$ cat config.mk
export PLATFORM = sky130hd
export DESIGN_NAME = lane_event_arbiter
export DESIGN_NICKNAME = d
export VERILOG_FILES = /design/src/rtl/lane_event_arbiter_pkg.sv /design/src/rtl/lane_event_arbiter_rr_arbiter.sv /design/src/rtl/lane_event_arbiter.sv
export SDC_FILE = /design/constraint.sdc
export NUM_CORES = 1
export LEC_CHECK = 0
export ABC_CLOCK_PERIOD_IN_PS = 2650
export CORE_MARGIN = 3
export CORE_UTILIZATION = 40
export CTS_BUF_LIST = sky130_fd_sc_hd__clkbuf_4
export CTS_CLUSTER_DIAMETER = 80
export DETAILED_ROUTE_END_ITERATION = 7
export DONT_BUFFER_PORTS = 1
export MAX_ROUTING_LAYER = met4
export SLEW_MARGIN = 15
export SYNTH_ARGS = -nofsm -noshare
export SYNTH_HDL_FRONTEND = slang
export SYNTH_SLANG_ARGS = --single-unit
export TNS_END_PERCENT = 30
$ cat constraint.sdc
create_clock -name clk -period 2.65 [get_ports clk]
set_input_delay 0.53 -clock clk [delete_from_list [all_inputs] [get_ports clk]]
set_output_delay 0.53 -clock clk [all_outputs]
set_load 0.05 [all_outputs]
$ cat src/rtl/lane_event_arbiter_pkg.sv
`default_nettype none
// ============================================================================
// Module   : stepmania_pkg
// Brief    : Shared types and constants for the lane event arbiter slice:
//            default lane count, lane index type, arbiter FSM states and
//            the judged-event record.
// Revision : 1.0  initial release
// ============================================================================
package stepmania_pkg;

    // Default geometry of the dance pad and the combo counter.
    localparam int DEFAULT_LANES   = 4;
    localparam int DEFAULT_COMBO_W = 8;

    // Lane index sized for the default lane count.
    typedef logic [$clog2(DEFAULT_LANES)-1:0] lane_idx_t;

    // Output register FSM: nothing presented / event presented.
    typedef enum logic [0:0] {
        IDLE    = 1'b0,
        PRESENT = 1'b1
    } arb_state_t;

    // One judged event as seen by the score/feedback logic.
    typedef struct packed {
        lane_idx_t lane;
        logic      hit;
    } lane_event_t;

    // Advance a lane index by one, wrapping back to lane 0 after the last lane.
    function automatic int wrap_inc(input int idx, input int n);
        return (idx + 1 >= n) ? 0 : idx + 1;
    endfunction

endpackage : stepmania_pkg
`default_nettype wire

$ cat src/rtl/lane_event_arbiter_rr_arbiter.sv
`default_nettype none
// ============================================================================
// Module   : rr_arbiter
// Brief    : Combinational round-robin arbiter. Searches the request vector
//            starting at ptr and returns the first requester as a one-hot
//            grant plus its index. Pointer state is owned by the parent.
// Revision : 1.0  initial release
// ============================================================================
module rr_arbiter
    import stepmania_pkg::*;
#(
    parameter  int LANES = DEFAULT_LANES,
    localparam int LW    = $clog2(LANES)
) (
    input  logic [LANES-1:0] req_i,
    input  logic [LW-1:0]    ptr_i,
    output logic [LANES-1:0] grant_o,
    output logic [LW-1:0]    index_o,
    output logic             any_o
);

    // One spare bit so ptr + offset can exceed LANES before wrapping.
    localparam logic [LW:0] c_LANES = (LW+1)'(LANES);

    logic [LW:0] pos;

    // Walk the lanes from ptr upward (with wrap) and grant the first request.
    always_comb begin
        grant_o = '0;
        index_o = '0;
        any_o   = 1'b0;
        pos     = '0;
        for (int off = 0; off < LANES; off++) begin
            pos = {1'b0, ptr_i} + (LW+1)'(off);
            if (pos >= c_LANES) begin
                pos = pos - c_LANES;
            end
            if (!any_o && req_i[pos]) begin
                any_o        = 1'b1;
                grant_o[pos] = 1'b1;
                index_o      = pos[LW-1:0];
            end
        end
    end

endmodule : rr_arbiter
`default_nettype wire

$ cat src/rtl/lane_event_arbiter.sv
`default_nettype none
// ============================================================================
// Module   : lane_event_arbiter
// Brief    : Serialises per-lane press pulses into one judged valid/ready
//            event stream. Each press is judged hit/miss in its own cycle,
//            parked in a one-deep per-lane slot if it cannot be granted at
//            once, and granted round-robin. Also keeps a saturating combo
//            count of accepted hits and a sticky lost-press flag.
// Revision : 1.0  initial release
// ============================================================================
module lane_event_arbiter
    import stepmania_pkg::*;
#(
    parameter  int LANES   = DEFAULT_LANES,
    parameter  int COMBO_W = DEFAULT_COMBO_W,
    localparam int LW      = $clog2(LANES)
) (
    input  logic               clk,
    input  logic               reset,
    input  logic [LANES-1:0]   press,
    input  logic [LANES-1:0]   note_hit,
    output logic               evt_valid,
    input  logic               evt_ready,
    output logic [LW-1:0]      evt_lane,
    output logic               evt_hit,
    output logic [COMBO_W-1:0] combo,
    output logic               dropped
);

    localparam logic [COMBO_W-1:0] c_COMBO_MAX = '1;

    // Pending slots and round-robin pointer
    logic [LANES-1:0]   slot_v_q,   slot_v_d;
    logic [LANES-1:0]   slot_hit_q, slot_hit_d;
    logic [LW-1:0]      ptr_q;

    // Output register FSM
    arb_state_t         state_q;
    logic               evt_valid_q;
    logic [LW-1:0]      evt_lane_q;
    logic               evt_hit_q;

    // Score side
    logic [COMBO_W-1:0] combo_q;
    logic               dropped_q;

    // Arbitration wires
    logic [LANES-1:0]   w_cand;
    logic [LANES-1:0]   w_grant;
    logic [LW-1:0]      w_idx;
    logic               w_any;
    logic               w_free;
    logic               w_load;
    logic               w_grant_hit;
    logic               w_accept;
    logic [LANES-1:0]   w_drop;

    // A fresh press competes in the same cycle as the stored ones.
    assign w_cand = slot_v_q | press;

    rr_arbiter #(
        .LANES   (LANES)
    ) u_rr_arbiter (
        .req_i   (w_cand),
        .ptr_i   (ptr_q),
        .grant_o (w_grant),
        .index_o (w_idx),
        .any_o   (w_any)
    );

    // The output register can take a new event when empty or being drained.
    assign w_free   = (state_q == IDLE) || evt_ready;
    assign w_load   = w_free && w_any;
    assign w_accept = evt_valid_q && evt_ready;

    // A stored slot outranks a same-lane press, so its judged bit wins.
    assign w_grant_hit = slot_v_q[w_idx] ? slot_hit_q[w_idx] : note_hit[w_idx];

    // Per-lane slot bookkeeping: clear on grant, park un-granted presses,
    // and flag any press that finds its slot still occupied.
    always_comb begin
        slot_v_d   = slot_v_q;
        slot_hit_d = slot_hit_q;
        w_drop     = '0;
        for (int i = 0; i < LANES; i++) begin
            if (w_load && w_grant[i]) begin
                // Slot granted; a same-cycle press was not the grant, keep it.
                if (slot_v_q[i] && press[i]) begin
                    slot_v_d[i]   = 1'b1;
                    slot_hit_d[i] = note_hit[i];
                end else begin
                    slot_v_d[i]   = 1'b0;
                end
            end else if (press[i]) begin
                if (slot_v_q[i]) begin
                    w_drop[i]     = 1'b1;
                end else begin
                    slot_v_d[i]   = 1'b1;
                    slot_hit_d[i] = note_hit[i];
                end
            end
        end
    end

    // Slot storage and round-robin pointer advance after each grant.
    always_ff @(posedge clk) begin
        if (reset) begin
            slot_v_q   <= '0;
            slot_hit_q <= '0;
            ptr_q      <= '0;
        end else begin
            slot_v_q   <= slot_v_d;
            slot_hit_q <= slot_hit_d;
            if (w_load) begin
                ptr_q <= LW'(wrap_inc(int'(w_idx), LANES));
            end
        end
    end

    // Output register FSM: load a grant when free, hold while stalled.
    always_ff @(posedge clk) begin
        if (reset) begin
            state_q     <= IDLE;
            evt_valid_q <= 1'b0;
            evt_lane_q  <= '0;
            evt_hit_q   <= 1'b0;
        end else begin
            case (state_q)
                IDLE: begin
                    if (w_any) begin
                        state_q     <= PRESENT;
                        evt_valid_q <= 1'b1;
                        evt_lane_q  <= w_idx;
                        evt_hit_q   <= w_grant_hit;
                    end
                end
                PRESENT: begin
                    if (evt_ready) begin
                        if (w_any) begin
                            evt_lane_q <= w_idx;
                            evt_hit_q  <= w_grant_hit;
                        end else begin
                            state_q     <= IDLE;
                            evt_valid_q <= 1'b0;
                        end
                    end
                end
                default: begin
                    state_q     <= IDLE;
                    evt_valid_q <= 1'b0;
                end
            endcase
        end
    end

    // Combo counts consecutive accepted hits; a miss restarts it. Lost presses are sticky.
    always_ff @(posedge clk) begin
        if (reset) begin
            combo_q   <= '0;
            dropped_q <= 1'b0;
        end else begin
            if (w_accept) begin
                if (evt_hit_q) begin
                    if (combo_q != c_COMBO_MAX) begin
                        combo_q <= combo_q + 1'b1;
                    end
                end else begin
                    combo_q <= '0;
                end
            end
            if (|w_drop) begin
                dropped_q <= 1'b1;
            end
        end
    end

    assign evt_valid = evt_valid_q;
    assign evt_lane  = evt_lane_q;
    assign evt_hit   = evt_hit_q;
    assign combo     = combo_q;
    assign dropped   = dropped_q;

endmodule : lane_event_arbiter
`default_nettype wire

# Word level (Yosys, flattened, before mapping)

Index checks and enable logic that the tools add are counted.
W data, S select, Z words.

Register bits after elaboration: 24
Latch bits: 0
RAM bits: 0
ROM bits: 0
Bits of input ports: 11
Output and inout port bits: 13
Logic and storage cells: 183
Memories: 0

Add/sub/neg operators: 9
$mul: 0
Divide/modulo/power cells: 0
$lt $le $gt $ge: 14
Equal/unequal tests: 13
Shifts and indexed selects: 0
Muxes and demuxes: 95
Bitwise operators: 5
Reduce and logical (&&, ||, !) cells: 32

Operators by type and width:

| cell                  | count |
|---|---|
| $mux W1               | 63 |
| $ne A2 B1 Y1 const B  | 9 |
| $logic_and A1 B1 Y1   | 17 |
| $mux W4               | 4 |
| $mux W8               | 2 |
| $or A4 B4 Y4          | 4 |
| $reduce_and A3 Y1     | 5 |
| $bmux W1 S2           | 7 |
| $mux W2               | 7 |
| $ge A3 B1 Y1 const B  | 4 |
| $ge A3 B3 Y1 const B  | 4 |
| $lt A3 B3 Y1 const B  | 4 |
| $mux W3               | 4 |
| $sub A3 B3 Y3 const B | 3 |
| $add A8 B1 Y8 const B | 1 |
| $demux W1 S2          | 4 |
| $ne A8 B8 Y1 const B  | 1 |
| $reduce_bool A2 Y1    | 4 |
| $add A2 B1 Y3 const B | 2 |
| $add A2 B2 Y3 const B | 2 |
| $ne A2 B2 Y1 const B  | 3 |
| $pmux W1 S2           | 3 |
| $pmux W2 S2           | 1 |
| $reduce_or A4 Y1      | 1 |
| other kinds (7)       | 9 |

# Depth between registers and ports, before layout

Gate-level depths: netlist of the first run.

Depth in word-level cells: 20
Mapped depth: 12
Gate-level depth less buffers: 9

# By module

A second synthesis of the first run with hierarchy kept.

Cells, all modules: 202
Area total of the unflattened synthesis: 1725.4 sq um

Modules (own cells, without submodules):

| module             | instances | cells an instance | area an instance (sq um) | sequential area each (sq um) |
|---|---|---|---|---|
| lane_event_arbiter | 1         | 154               | 1266.2                   | 480.5 |
| rr_arbiter         | 1         | 48                | 459.2                    | 0.0 |

# Worst setup path before layout of the first run

OpenSTA, ideal clock, no wires.

Path kind: flip-flop to flip-flop
Start: register ptr_q[0]
End: register evt_hit_q, in the netlist evt_hit
Setup time: 0.079 ns
Arrival: 2.814 ns
Data required time: 2.571 ns
Setup slack: -0.243 ns
Stages on the path, launching flop included: 12
Path buffers: 2
Clock period less this slack: 2.893 ns
Cells stage by stage: dfxtp_1 > buf_2 > inv_1 > ha_1 > nor4bb_1 > or4_1 > buf_2 > a21oi_4 > a21oi_1 > a21oi_2 > mux2_4 > a211oi_2

Longest elaborated chain between the ends: 20
Elaborated cells between the ends (all ways): 47
Those cells by class: add/sub (7); order compare (4); mux (30); reduce/logical (6)

Ends and longest elaborated chain:

| item                                                                   | RTL line                                             | source |
|---|---|---|
| from (decl)                                                            | lane_event_arbiter.sv:35                             | `logic [LW-1:0] ptr_q;` |
| from (signal assigned)                                                 | lane_event_arbiter.sv:115                            | `ptr_q <= LW'(wrap_inc(int'(w_idx), LANES));` |
| parallel branches: the longest is 17 deep, another holds $add A2 B1 Y3 | --                                                   |  |
| $mux W1 (*)                                                            | lane_event_arbiter.sv:130, lane_event_arbiter.sv:139 |  |
| $mux W1                                                                | lane_event_arbiter.sv:138                            | `if (evt_ready) begin` |
| $pmux W1 S2 (*)                                                        | lane_event_arbiter.sv:128                            | `case (state_q)` |
| to (signal assigned)                                                   | lane_event_arbiter.sv:134                            | `evt_hit_q <= w_grant_hit;` |
| to (signal assigned)                                                   | lane_event_arbiter.sv:141                            | `evt_hit_q <= w_grant_hit;` |
| to (decl)                                                              | lane_event_arbiter.sv:41                             | `logic evt_hit_q;` |

Mark *: on every way between the ends. The select of a mux whose other input is x is not followed.
A chain may end at the register's enable or synchronous reset.

# Worst setup path after layout of the first run

Start: register ptr_q[1]
End: register slot_hit_q[3]

Longest elaborated chain between the ends: 18
Elaborated cells between the ends (all ways): 67
Those cells by class: add/sub (7); order compare (12); eq/ne (2); mux (29); bitwise (3); reduce/logical (14)

Ends and longest elaborated chain:

| item                                                                   | RTL line                  | source |
|---|---|---|
| parallel branches: the longest is 15 deep, another holds $add A2 B1 Y3 | --                        |  |
| $logic_and A1 B1 Y1 (*)                                                | lane_event_arbiter.sv:86  | `if (w_load && w_grant[i]) begin` |
| $ne A2 B1 Y1 (no source line) or $reduce_bool A2 Y1 (tied branches)    | --                        |  |
| $reduce_and A3 Y1 (no source line)                                     | --                        |  |
| to (signal assigned)                                                   | lane_event_arbiter.sv:113 | `slot_hit_q <= slot_hit_d;` |
| to (decl)                                                              | lane_event_arbiter.sv:34  | `logic [LANES-1:0] slot_hit_q, slot_hit_d;` |

Marked as above.

==> results of run 1 <==
[worst max-delay path, delay by kind of cell (launching register included)]
kind	cells	cell delay, ps
adders and majority gates	1	280
buffers and inverters	1	40
and+or+nand+nor	3	990
AOI/OAI and AO/OA	4	730
DFF	1	370
[Yosys cell counts, types with 3 or more instances]
cell type	instances
sky130_fd_sc_hd__o21ai_1	3
sky130_fd_sc_hd__a211oi_1	4
sky130_fd_sc_hd__xor2_1	4
sky130_fd_sc_hd__a32oi_1	4
sky130_fd_sc_hd__o21ai_0	7
sky130_fd_sc_hd__nor4_1	5
sky130_fd_sc_hd__nor3_1	8
sky130_fd_sc_hd__a21oi_1	17
sky130_fd_sc_hd__dfxtp_1	24
sky130_fd_sc_hd__o311a_1	3
sky130_fd_sc_hd__nor2b_1	3
sky130_fd_sc_hd__buf_6	3
sky130_fd_sc_hd__buf_2	10
sky130_fd_sc_hd__nand2_1	14
sky130_fd_sc_hd__inv_1	4
sky130_fd_sc_hd__a22oi_1	3
sky130_fd_sc_hd__and2_1	8
sky130_fd_sc_hd__xnor2_1	5
sky130_fd_sc_hd__nor2_1	29
sky130_fd_sc_hd__mux2i_1	10
sky130_fd_sc_hd__nand3_1	10
sky130_fd_sc_hd__nor4b_1	5
sky130_fd_sc_hd__clkbuf_1	4
sky130_fd_sc_hd__ha_1	9
[placed cells by master, fill, tap and decap left out, types with 3 or more instances in the layout]
| cell type | n |
|---|---|
| sky130_fd_sc_hd__buf_4 | 30 |
| sky130_fd_sc_hd__a32oi_1 | 4 |
| sky130_fd_sc_hd__nand3_1 | 10 |
| sky130_fd_sc_hd__nor2b_1 | 3 |
| sky130_fd_sc_hd__nor4_1 | 5 |
| sky130_fd_sc_hd__o21ai_1 | 3 |
| sky130_fd_sc_hd__and2_1 | 8 |
| sky130_fd_sc_hd__xnor2_1 | 5 |
| sky130_fd_sc_hd__xor2_1 | 4 |
| sky130_fd_sc_hd__nand2_1 | 14 |
| sky130_fd_sc_hd__nor3_1 | 8 |
| sky130_fd_sc_hd__a22oi_1 | 3 |
| sky130_fd_sc_hd__nor4b_1 | 3 |
| sky130_fd_sc_hd__o21ai_0 | 7 |
| sky130_fd_sc_hd__dfxtp_1 | 21 |
| sky130_fd_sc_hd__nor2_1 | 29 |
| sky130_fd_sc_hd__clkbuf_4 | 3 |
| sky130_fd_sc_hd__ha_1 | 8 |
| sky130_fd_sc_hd__a211oi_1 | 4 |
| sky130_fd_sc_hd__a21oi_1 | 16 |
| sky130_fd_sc_hd__o311a_1 | 3 |
| sky130_fd_sc_hd__mux2i_1 | 10 |
[cell families after synthesis]
group / Yosys count / synth area share
AND/OR/NAND/NOR: 111 / 0.305
flip-flops: 24 / 0.229
AO/OA/AOI/OAI: 65 / 0.231
buffers and inverters: 22 / 0.0579
adder cells (fa/ha/maj): 11 / 0.0633
XOR/XNOR: 9 / 0.0376
multiplexers: 13 / 0.0765
[cell type report]
class / count / area (um2)
Multi-Input combinational cell: 209 / 1540
Fill cell: 521 / 2470
Clock inverter: 1 / 30.0
Timing Repair Buffer: 30 / 225
Clock buffer: 3 / 22.5
Tap cell: 67 / 83.8
Inverter: 4 / 15.0
Sequential cell: 24 / 489
[worst min-delay path by stage]
stage          slack, ps                          to                        from
2_1_floorplan        440  slot_hit_q[0]$_SDFFE_PP0P_  slot_hit_q[0]$_SDFFE_PP0P_
3_3_place_gp         450  slot_hit_q[0]$_SDFFE_PP0P_  slot_hit_q[0]$_SDFFE_PP0P_
3_5_place_dp         460  slot_hit_q[0]$_SDFFE_PP0P_  slot_hit_q[0]$_SDFFE_PP0P_
4_1_cts              230       ptr_q[1]$_SDFFE_PP0P_                       reset
5_1_grt              210       ptr_q[1]$_SDFFE_PP0P_                       reset
6_report             250       ptr_q[1]$_SDFFE_PP0P_                       reset
[state kept, by name, indices dropped and copies added, names as in the netlist]
| register | cells |
|---|---|
| evt_valid | 1 |
| ptr_q | 2 |
| combo | 8 |
| dropped | 1 |
| evt_hit | 1 |
| state_q | 1 |
| evt_lane | 2 |
| slot_v_q | 4 |
| slot_hit_q | 4 |
[routing by layer]
| metal | global-route usage | vias up | part of all wire |
|---|---|---|---|
| li1 | - | 997 | - |
| met1 | 0.285 | 963 | 0.49 |
| met2 | 0.293 | 66 | 0.45 |
| met3 | 0.0413 | 4 | 0.054 |
| met4 | 0.0420 | 0 | 0.0057 |
| met5 | - | - | 0 |
[through the flow]
stage	setup WS [ps]	util	TNS (ps)	cells
after global placement	141	0.471	0	331
after global routing	-31.1	0.493	-56.9	338
after CTS	61.8	0.482	0	335
final	139	0.493	0	338
after floorplan	21.0	-	0	255
after detailed placement	80.7	0.471	0	331
[power by group through the flow]
stage | Clock [mW] | Combinational (mW) | Sequential, mW
2_1_floorplan | 0 | 1.17 | 0.609
3_3_place_gp | 0 | 1.52 | 0.593
3_5_place_dp | 0 | 1.52 | 0.596
4_1_cts | 0.281 | 1.53 | 0.587
5_1_grt | 0.296 | 1.77 | 0.601
6_report | 0.272 | 1.63 | 0.591
[what timing repair did]
item / 4_1_cts / 5_1_grt
setup buffers: 0 / 3
setup endpoints to repair: 0 / 8
gates resized for setup: 0 / 7
==> summary.txt, run 1 <==
GRT
--------------------------------------------------------------------------------------
Initial antenna violation count .........................................            0
Pin count of the biggest net entering global routing ....................           18
First-pass GRT wire length ..............................................      9.54 mm
All-Layer GR Usage ......................................................        0.200
Overflow left after global routing ......................................            0
Via count of the first global-routing pass ..............................        1,901

PWR
--------------------------------------------------------------------------------------
Share of total power consumed by net switching ..........................        0.463
IR Drop Worst-Case VDD ..................................................     0.551 mV
Part of the total power dissipated in combinational logic ...............        0.654
P_int ...................................................................      1.34 mW
Reported net switching power ............................................      1.15 mW
Clock network power share ...............................................        0.109
Design Power ............................................................      2.49 mW
Flop pwr share ..........................................................        0.237
Static Leak .............................................................     0.941 nW
Pwr per Cell Area .......................................................  1040 mW/mm2

SYNTH
--------------------------------------------------------------------------------------
Number of enable-type register cells in the synthesized netlist .........            0
Count of distinct cell types in the synthesized netlist .................           66
Leading cell types by total area after synthesis ........................ sky130_fd_sc_hd__dfxtp_1 (23%), sky130_fd_sc_hd__ha_1 (5.4%), sky130_fd_sc_hd__nor2_1 (5.2%)
Dominant cell type by area after synthesis .............................. sky130_fd_sc_hd__dfxtp_1
Total of flip-flops plus latches after synthesis ........................           24
Syn nets ................................................................          275
Mean cell area of the mapped netlist ....................................     8.21 um2
Yosys warning total .....................................................            0
Number of instances in the synthesized netlist ..........................          255
Share of synthesized area occupied by flip-flops and latches ............        0.229
Share of flip-flops with an asynchronous set or reset ...................            0
Synth Cell Area .........................................................  0.00209 mm2
Dominant synthesized flop cell .......................................... sky130_fd_sc_hd__dfxtp_1
Proportion of netlist area held by the largest area contributor .........        0.229

FLOORPLAN
--------------------------------------------------------------------------------------
Die X ...................................................................      78.4 um
Boundary Pins ...........................................................           24
Core area ...............................................................  0.00488 mm2
Die area ................................................................  0.00614 mm2
Effective utilization at floorplan ......................................        0.429
Cell Rows ...............................................................           25
Overall die height ......................................................      78.4 um

SETUP PATH
--------------------------------------------------------------------------------------
Startpoint Class ........................................................     register
Critical path fanouts, max ..............................................           13
Cells along the critical path ........................................... inv_2 > ha_4 > or4_1 > nor3_2 > a32oi_1 > and4b_1 > a211oi_2 > a21oi_1 > a41o_1
Kind of critical path ...................................................   reg -> reg
Timing endpoint of the critical path .................................... slot_hit_q[3]$_SDFFE_PP0P_
CP Data Arrival Time ....................................................      2750 ps
Reg2reg setup slack .....................................................       140 ps
Crit-path max cell delay ................................................       490 ps
Start point of the critical path ........................................ ptr_q[1]$_SDFFE_PP0P_
R2r endpoint ............................................................ slot_hit_q[3]$_SDFFE_PP0P_
Library cell contributing the largest single delay on the critical path . sky130_fd_sc_hd__or4_1
R2R Path Start .......................................................... ptr_q[1]$_SDFFE_PP0P_
Kind of end point of the critical path ..................................     register
Logic depth of the worst register-to-register path ......................            9
Req. time, crit path ....................................................      2890 ps

RUN
--------------------------------------------------------------------------------------
Number of violations of the max-capacitance limit .......................            0

ROUTING
--------------------------------------------------------------------------------------
Length of the first detailed-routing pass in iterations .................            5
Count of nets left with antenna violations after detail routing .........            0
Wire length after detailed routing ......................................      5.74 mm
Number of remaining DRC errors ..........................................            0
Routed length per placed instance .......................................      17.0 um
DR vias .................................................................        2,030
DR iter-0 viols .........................................................          252
Ratio of routed vias to standard cells ..................................         6.01

STA
--------------------------------------------------------------------------------------
Share of the cycle needed by the critical path after routing ............        0.948
Final worst path period need ............................................      2510 ps
Hold violation count in the final report ................................            0
Worst relative slew slack ...............................................        0.555
Post-Route Skew .........................................................      3.79 ps
Final setup violation count .............................................            0
Maximum frequency from static timing analysis ...........................    0.398 GHz
Measured slew at the worst slew-check pin ...............................       662 ps
Worst hold slack ........................................................       245 ps
Pins Over Slew Limit ....................................................            0

PLACE
--------------------------------------------------------------------------------------
RD Place Congestion .....................................................        0.901
# port buffers ..........................................................            0
Cell area after placement ...............................................  0.00230 mm2
Placed wire-length estimate .............................................      4.42 mm

LAYOUT
--------------------------------------------------------------------------------------
Share of final-layout standard cells stronger than drive strength 1 .....        0.236
Final antenna diode count ...............................................            0
Layout overhead on the synthesized area .................................        14.9%
Final layout net count ..................................................          292
Post-layout instance area ...............................................  0.00241 mm2

CLOCKING
--------------------------------------------------------------------------------------
Clock insertion delay at the later pin of the skew report ...............       320 ps
Clock-pin transition on the worst setup and hold timing paths ...........       140 ps
CTS tree ................................................................         done
H-tree depth ............................................................            1
Num Clock Sinks .........................................................           24
CTS buffer count ........................................................            3
Root buffer cell ........................................................ sky130_fd_sc_hd__clkbuf_4
# hold bufs at CTS ......................................................            0
Maximum buffer depth of the clock tree ..................................            2

OUTCOME
--------------------------------------------------------------------------------------
Result of the run ....................................................... finished clean

WORST HOLD PATH
--------------------------------------------------------------------------------------
Classification of the worst-slack hold path .............................    in -> reg
Worst hold stages .......................................................            1

Note: power is estimated with default switching activity, not from simulation.
==> run 2, diff against run 1 <==
Settings changed: GPL_TIMING_DRIVEN from default to 0, REMOVE_ABC_BUFFERS from default to 1.
==> run 2 against run 1 <==
Compared with the run above:
- the flow now finishes with violations (negative setup slack)
- clock skew grew 5.2 ps
- cell area shrank 1.9%
- critical path depth is the same
- clock power is essentially flat
- via count shrank 3.4%
- count of clock-buffer cells in the layout is the same
- register-to-register slack lost 140 ps
- wire length shrank 0.84%
- worst setup slack lost 140 ps
- first-iteration DRC count grew 4.4%
- combinational power shrank 4%
==> summary.txt, run 2 (synthesis gave the netlist of run 1 again) <==
FLOORPLAN
--------------------------------------------------------------------------------------
Boundary Pins ...........................................................           24   unchanged
Overall die height ......................................................      78.4 um   unchanged
Die area ................................................................  0.00614 mm2   unchanged
Cell Rows ...............................................................           25   unchanged
Die X ...................................................................      78.4 um   unchanged
Core area ...............................................................  0.00488 mm2   unchanged
Effective utilization at floorplan ......................................        0.429   unchanged

SETUP PATH
--------------------------------------------------------------------------------------
Crit-path max cell delay ................................................       500 ps   about the same
Bufs and invs on worst path .............................................            2   +1
Reg2reg setup slack .....................................................        -4 ps   -140 ps
Startpoint Class ........................................................     register
Critical path fanouts, max ..............................................            7   -6
Kind of critical path ...................................................   reg -> reg
Family with the most delay on the worst path ............................ compound AO/OA/AOI/OAI gates
Req. time, crit path ....................................................      2880 ps   about the same
CP Data Arrival Time ....................................................      2880 ps   +130 ps
Cells along the critical path ........................................... clkinvlp_4 > ha_4 > or4_4 > nor3_4 > buf_4 > a32o_1 > a21oi_1 > o311a_1 > a41o_1
Library cell contributing the largest single delay on the critical path . sky130_fd_sc_hd__or4_4
Kind of end point of the critical path ..................................     register

LAYOUT
--------------------------------------------------------------------------------------
Layout overhead on the synthesized area .................................        12.7%
Final antenna diode count ...............................................            0   unchanged
Final layout net count ..................................................          274   -6.2%
Share of final-layout standard cells stronger than drive strength 1 .....        0.209   -0.0267
Final core occ ..........................................................        0.484   -0.00949
Non-filler cells in the finished layout .................................          320   -5.3%
Commonest non-fill, non-tap cells in the layout ......................... sky130_fd_sc_hd__nor2_1 (29), sky130_fd_sc_hd__dfxtp_1 (21), sky130_fd_sc_hd__a21oi_1 (17)
Commonest non-fill, non-tap cell in the layout .......................... sky130_fd_sc_hd__nor2_1
Filler cell count .......................................................          491   -5.8%
Post-layout instance area ...............................................  0.00236 mm2   -1.9%
Number of flip-flops under the largest register name ....................            8   unchanged

STA
--------------------------------------------------------------------------------------
Worst relative slew slack ...............................................        0.500   -0.0556
Setup repair after global routing missed its margin .....................         true
Hold violation count in the final report ................................            0   unchanged
Pins Over Slew Limit ....................................................            0   unchanged
Final setup violation count .............................................            1   +1
Setup slack of the critical path after layout ...........................     -3.91 ps   -143 ps
Worst hold slack ........................................................       252 ps   +6.82 ps
Measured slew at the worst slew-check pin ...............................       748 ps   +86.2 ps
Post-Route Skew .........................................................      9.02 ps   +5.22 ps
Maximum frequency from static timing analysis ...........................    0.377 GHz   -5.4%
Share of the cycle needed by the critical path after routing ............         1.00   +0.0539
Final worst path period need ............................................      2650 ps   +143 ps

ROUTING
--------------------------------------------------------------------------------------
Wire length after detailed routing ......................................      5.69 mm   -0.84%
Ratio of routed vias to standard cells ..................................         6.13   +2.0%
DR iter-0 viols .........................................................          263   +4.4%
Routed length per placed instance .......................................      17.8 um   +4.7%
DR vias .................................................................        1,960   -3.4%
Length of the first detailed-routing pass in iterations .................            4   -1
Count of nets left with antenna violations after detail routing .........            0   unchanged
Number of remaining DRC errors ..........................................            0   unchanged

GRT
--------------------------------------------------------------------------------------
Met3 Resource Use GR ....................................................       0.0505   +0.00917
Via count of the first global-routing pass ..............................        1,915   +0.74%
Initial antenna violation count .........................................            0   unchanged
Most crowded layer after global routing .................................         met2
First-pass GRT wire length ..............................................      9.39 mm   -1.6%
Pin count of the biggest net entering global routing ....................           16   -2
Fraction of met1 tracks used by global routing ..........................        0.244   -0.0407
Met2 Use GR .............................................................        0.311   +0.0180
Overflow left after global routing ......................................            0   unchanged
All-Layer GR Usage ......................................................        0.197   -0.00273

PWR
--------------------------------------------------------------------------------------
Share of total power consumed by net switching ..........................        0.474   +0.0111
Static Leak .............................................................     0.869 nW   -7.6%
Flop pwr share ..........................................................        0.267   +0.030
Clock network power share ...............................................        0.108   about the same
Reported net switching power ............................................      1.18 mW   +2.7%
Part of the total power dissipated in combinational logic ...............        0.625   -0.029
Pwr per Cell Area .......................................................  1060 mW/mm2   +2.3%
Design Power ............................................................      2.50 mW   +0.30%
P_int ...................................................................      1.32 mW   -1.8%
IR Drop Worst-Case VDD ..................................................     0.350 mV   -37%

CLOCKING
--------------------------------------------------------------------------------------
Clock insertion delay at the later pin of the skew report ...............       320 ps   about the same
Clock-pin transition on the worst setup and hold timing paths ...........       140 ps   about the same
Root buffer cell ........................................................ sky130_fd_sc_hd__clkbuf_4
Num Clock Sinks .........................................................           24   unchanged
H-tree depth ............................................................            1   unchanged
CTS tree ................................................................         done
Maximum buffer depth of the clock tree ..................................            2   unchanged
CTS buffer count ........................................................            3   unchanged

PLACE
--------------------------------------------------------------------------------------
RD Place Congestion .....................................................        0.932   +3.4%
Cell area after placement ...............................................  0.00208 mm2   -9.3%
# port buffers ..........................................................            0   unchanged
Placed wire-length estimate .............................................      3.87 mm   -12%
# placed instances ......................................................          304   -8.2%

OUTCOME
--------------------------------------------------------------------------------------
Result of the run ....................................................... finished, violations left
Failing checks .......................................................... negative setup slack

WORST HOLD PATH
--------------------------------------------------------------------------------------
Classification of the worst-slack hold path .............................    in -> reg

RUN
--------------------------------------------------------------------------------------
Number of violations of the max-capacitance limit .......................            0   unchanged

## run 2: changes by cell type in the layout (fill, tap and decap cells not counted), moves of 2 or more
cell | before | now
sky130_fd_sc_hd__inv_2 | 2 | 0
sky130_fd_sc_hd__clkinvlp_4 | 0 | 2
sky130_fd_sc_hd__buf_4 | 30 | 12
sky130_fd_sc_hd__nor4_4 | 1 | 3
sky130_fd_sc_hd__nor4_1 | 5 | 2
## run 2: layout make-up
type / instances / area [um2] / share of cell area
Sequential cell: 24 / 489 / 0.207
Inverter: 4 / 22.5 / 0.00954
Tap cell: 67 / 83.8 / 0.0355
Clock inverter: 1 / 30.0 / 0.0127
Clock buffer: 3 / 22.5 / 0.00954
Timing Repair Buffer: 12 / 90.1 / 0.0382
Multi-Input combinational cell: 209 / 1620 / 0.687
## run 2: what timing repair did
| action | 4_1_cts | 5_1_grt |
|---|---|---|
| gates resized for setup | 14 | 12 |
| hold buffers | 0 | 0 |
| pin swaps | 2 | 7 |
| setup endpoints to repair | 14 | 17 |
| buffers inserted | 7 | 5 |
## run 2: worst reg2reg max path, cell delays in order (launching register included)
cell and delay (ps):
sky130_fd_sc_hd__dfxtp_4 390, sky130_fd_sc_hd__clkinvlp_4 120, sky130_fd_sc_hd__ha_4 290, sky130_fd_sc_hd__or4_4 500, sky130_fd_sc_hd__nor3_4 290, sky130_fd_sc_hd__buf_4 160
sky130_fd_sc_hd__a32o_1 150, sky130_fd_sc_hd__a21oi_1 70, sky130_fd_sc_hd__o311a_1 360, sky130_fd_sc_hd__a41o_1 240
## run 2: path summary, 6_finish.rpt
check / from / endpoint / cells past startpoint
max reg2reg: ptr_q[0]$_SDFFE_PP0P_ / slot_hit_q[1]$_SDFFE_PP0P_ / 9
max: ptr_q[0]$_SDFFE_PP0P_ / slot_hit_q[1]$_SDFFE_PP0P_ / 9
min reg2reg: slot_hit_q[0]$_SDFFE_PP0P_ / slot_hit_q[0]$_SDFFE_PP0P_ / 2
min: reset / evt_lane[1]$_SDFFE_PP0P_ / 1
## run 2: per-stage QoR
step	setup WS (ps)	TNS (ps)
after floorplan	-677	-5430
after global placement	-1290	-15990
after detailed placement	-1250	-15380
after CTS	24.2	0
after global routing	-114	-281
final	-3.91	-3.91
## run 2: routing by layer
| layer | share of wire | vias to the layer above | routed length [um] |
|---|---|---|---|
| li1 | - | 968 | - |
| met3 | 0.070 | 12 | 397 |
| met2 | 0.45 | 75 | 2560 |
| met5 | 0 | - | 0 |
| met4 | 0.025 | 0 | 145 |
| met1 | 0.46 | 905 | 2590 |
## run 2: power by group through the flow
stage | registers (mW) | clock network (mW) | logic (mW)
4_1_cts | 0.657 | 0.274 | 1.43
3_3_place_gp | 0.715 | 0 | 1.19
5_1_grt | 0.681 | 0.287 | 1.71
6_report | 0.668 | 0.269 | 1.56
2_1_floorplan | 0.664 | 0 | 0.985
3_5_place_dp | 0.718 | 0 | 1.20
==> run 3, diff against run 2 <==
Settings changed: REMOVE_ABC_BUFFERS 1 to default.
==> run 3 against run 2 <==
Compared with the run above:
- the run now ends clean
- clock power decreased by 36%
- sequential share of layout area barely moved
- die area unchanged
- count of clock-buffer cells in the layout stayed put
- register-to-register slack about the same
- hold slack improved by 34 ps
- critical path depth up 2
- worst setup slack improved by 8.8 ps
- critical endpoint is now evt_hit$_SDFFE_PP0P_
==> summary.txt, run 3 (synthesis gave the netlist of run 1 again) <==
CLOCKING
----------------------------------------------------------------------------------
# hold bufs at CTS ..................................................            0   unchanged
CTS tree ............................................................         done
Num Clock Sinks .....................................................           24   unchanged
CTS buffer count ....................................................            3   unchanged
Root buffer cell .................................................... sky130_fd_sc_hd__clkbuf_4
Clock-pin transition on the worst setup and hold timing paths .......       140 ps   about the same
Clock insertion delay at the later pin of the skew report ...........       330 ps   about the same
H-tree depth ........................................................            1   unchanged
Maximum buffer depth of the clock tree ..............................            2   unchanged

PWR
----------------------------------------------------------------------------------
IR Drop Worst-Case VDD ..............................................     0.535 mV   +53%
Design Power ........................................................      2.43 mW   -2.9%
Static Leak .........................................................     0.903 nW   +3.9%
Pwr per Cell Area ...................................................  1030 mW/mm2   -2.8%

LAYOUT
----------------------------------------------------------------------------------
Final layout net count ..............................................          287   +4.7%
Filler cell count ...................................................          505   +2.9%
Share of final-layout standard cells stronger than drive strength 1 .        0.218   +0.00856
Non-filler cells in the finished layout .............................          333   +4.1%
Layout overhead on the synthesized area .............................        12.5%
Final core occ ......................................................        0.483   -0.000513
Commonest non-fill, non-tap cell in the layout ...................... sky130_fd_sc_hd__nor2_1
Commonest non-fill, non-tap cells in the layout ..................... sky130_fd_sc_hd__nor2_1 (29), sky130_fd_sc_hd__dfxtp_1 (22), sky130_fd_sc_hd__a21oi_1 (16)
Number of flip-flops under the largest register name ................            8   unchanged
Final antenna diode count ...........................................            0   unchanged

STA
----------------------------------------------------------------------------------
Final setup violation count .........................................            0   -1
Final worst path period need ........................................      2650 ps   -8.75 ps
Worst hold slack ....................................................       287 ps   +34.4 ps
Setup repair after global routing missed its margin .................         true
Pins Over Slew Limit ................................................            0   unchanged
Worst relative slew slack ...........................................        0.548   +0.0487
Maximum frequency from static timing analysis .......................    0.378 GHz   +0.33%
Hold violation count in the final report ............................            0   unchanged
Measured slew at the worst slew-check pin ...........................       674 ps   -73.8 ps
Share of the cycle needed by the critical path after routing ........        0.998   -0.00330
Post-Route Skew .....................................................      10.6 ps   +1.61 ps

SETUP PATH
----------------------------------------------------------------------------------
CP Data Arrival Time ................................................      2900 ps   +20 ps
Startpoint Class ....................................................     register
Start point of the critical path .................................... ptr_q[0]$_SDFFE_PP0P_
Kind of critical path ...............................................   reg -> reg
Req. time, crit path ................................................      2900 ps   +20 ps
R2R Path Start ...................................................... ptr_q[0]$_SDFFE_PP0P_
Critical path fanouts, max ..........................................           10   +3
Kind of end point of the critical path ..............................     register

ROUTING
----------------------------------------------------------------------------------
Met2 Wirelength .....................................................      2.77 mm   +8.3%
Wl on met1 ..........................................................      2.88 mm   +11%
Count of nets left with antenna violations after detail routing .....            0   unchanged
Routed length on met3 ...............................................       304 um   -23%
Length of the first detailed-routing pass in iterations .............            4   unchanged
Wire length after detailed routing ..................................      5.98 mm   +5.0%
Ratio of routed vias to standard cells ..............................         5.98   -2.3%
Routed length per placed instance ...................................      18.0 um   +0.94%
Highest metal layer with signal wires ...............................         met4
DR vias .............................................................        1,993   +1.7%
Number of remaining DRC errors ......................................            0   unchanged
DR iter-0 viols .....................................................          233   -11%

GRT
----------------------------------------------------------------------------------
Initial antenna violation count .....................................            0   unchanged
Via count of the first global-routing pass ..........................        1,933   +0.94%
Overflow left after global routing ..................................            0   unchanged
First-pass GRT wire length ..........................................      9.70 mm   +3.3%
Pin count of the biggest net entering global routing ................           14   -2
All-Layer GR Usage ..................................................        0.201   +0.00372

FLOORPLAN
----------------------------------------------------------------------------------
Die X ...............................................................      78.4 um   unchanged
Cell Rows ...........................................................           25   unchanged
Boundary Pins .......................................................           24   unchanged
Core area ...........................................................  0.00488 mm2   unchanged
Die area ............................................................  0.00614 mm2   unchanged
Overall die height ..................................................      78.4 um   unchanged
Effective utilization at floorplan ..................................        0.429   unchanged

PLACE
----------------------------------------------------------------------------------
# placed instances ..................................................          322   +5.9%
Placed wire-length estimate .........................................      4.24 mm   +9.6%
# port buffers ......................................................            0   unchanged
RD Place Congestion .................................................        0.950   +2.0%

RUN
----------------------------------------------------------------------------------
Number of violations of the max-capacitance limit ...................            0   unchanged

OUTCOME
----------------------------------------------------------------------------------
Result of the run ................................................... finished clean

WORST HOLD PATH
----------------------------------------------------------------------------------
Min-delay src .......................................................    evt_ready
Classification of the worst-slack hold path .........................    in -> reg

[run 3: final timing paths]
kind / slack (ps) / cells after the start / to
max: 5 / 11 / evt_hit$_SDFFE_PP0P_
min: 290 / 1 / evt_valid$_SDFFE_PP0P_
max reg2reg: 5 / 11 / evt_hit$_SDFFE_PP0P_
min reg2reg: 470 / 2 / slot_hit_q[0]$_SDFFE_PP0P_
[run 3: stage by stage]
step	area, um2	setup WS, ps	TNS (ps)
2_1_floorplan	2130	21.0	0
3_3_place_gp	2220	-478	-4210
3_5_place_dp	2220	-475	-4260
4_1_cts	2330	3.65	0
5_1_grt	2360	-104	-262
6_report	2360	4.84	0
[run 3: report_power, final]
group	internal [mW]	switching, mW
Clock	0.0553	0.118
Sequential	0.448	0.171
Combinational	0.711	0.923
Total	1.21	1.21
[run 3: worst max-delay path, stage by stage (launching register included)]
cell and delay [ps]:
sky130_fd_sc_hd__dfxtp_4 430, sky130_fd_sc_hd__inv_8 60, sky130_fd_sc_hd__ha_4 280, sky130_fd_sc_hd__buf_4 170, sky130_fd_sc_hd__nor4_2 70, sky130_fd_sc_hd__or4_1 430, sky130_fd_sc_hd__buf_4 180, sky130_fd_sc_hd__a21oi_4 220
sky130_fd_sc_hd__a21oi_2 90, sky130_fd_sc_hd__a21oi_2 120, sky130_fd_sc_hd__mux2_4 310, sky130_fd_sc_hd__a211oi_2 200
[run 3: metal layers]
metal / vias up / global-route usage
met4: 0 / 0.0280
met3: 4 / 0.0424
met1: 941 / 0.278
met5: - / -
li1: 990 / -
met2: 58 / 0.311
[run 3: cell type report]
| type | count | area [um2] | area share |
|---|---|---|---|
| multi-input cells | 209 | 1570 | 0.664 |
| clock inverters | 1 | 3.75 | 0.00159 |
| repair buffers | 9 | 67.6 | 0.0287 |
| inverters | 4 | 25.0 | 0.0106 |
| flip-flops and latches | 24 | 488 | 0.207 |
| well taps | 67 | 83.8 | 0.0356 |
| plain buffers | 16 | 101 | 0.0430 |
| clock buffers | 3 | 22.5 | 0.00955 |
[run 3: timing repair]
action	CTS	global route
gates resized for setup	10	6
buffers inserted	9	0
pin swaps	6	1
setup endpoints to repair	12	17
hold endpoints to repair	0	0
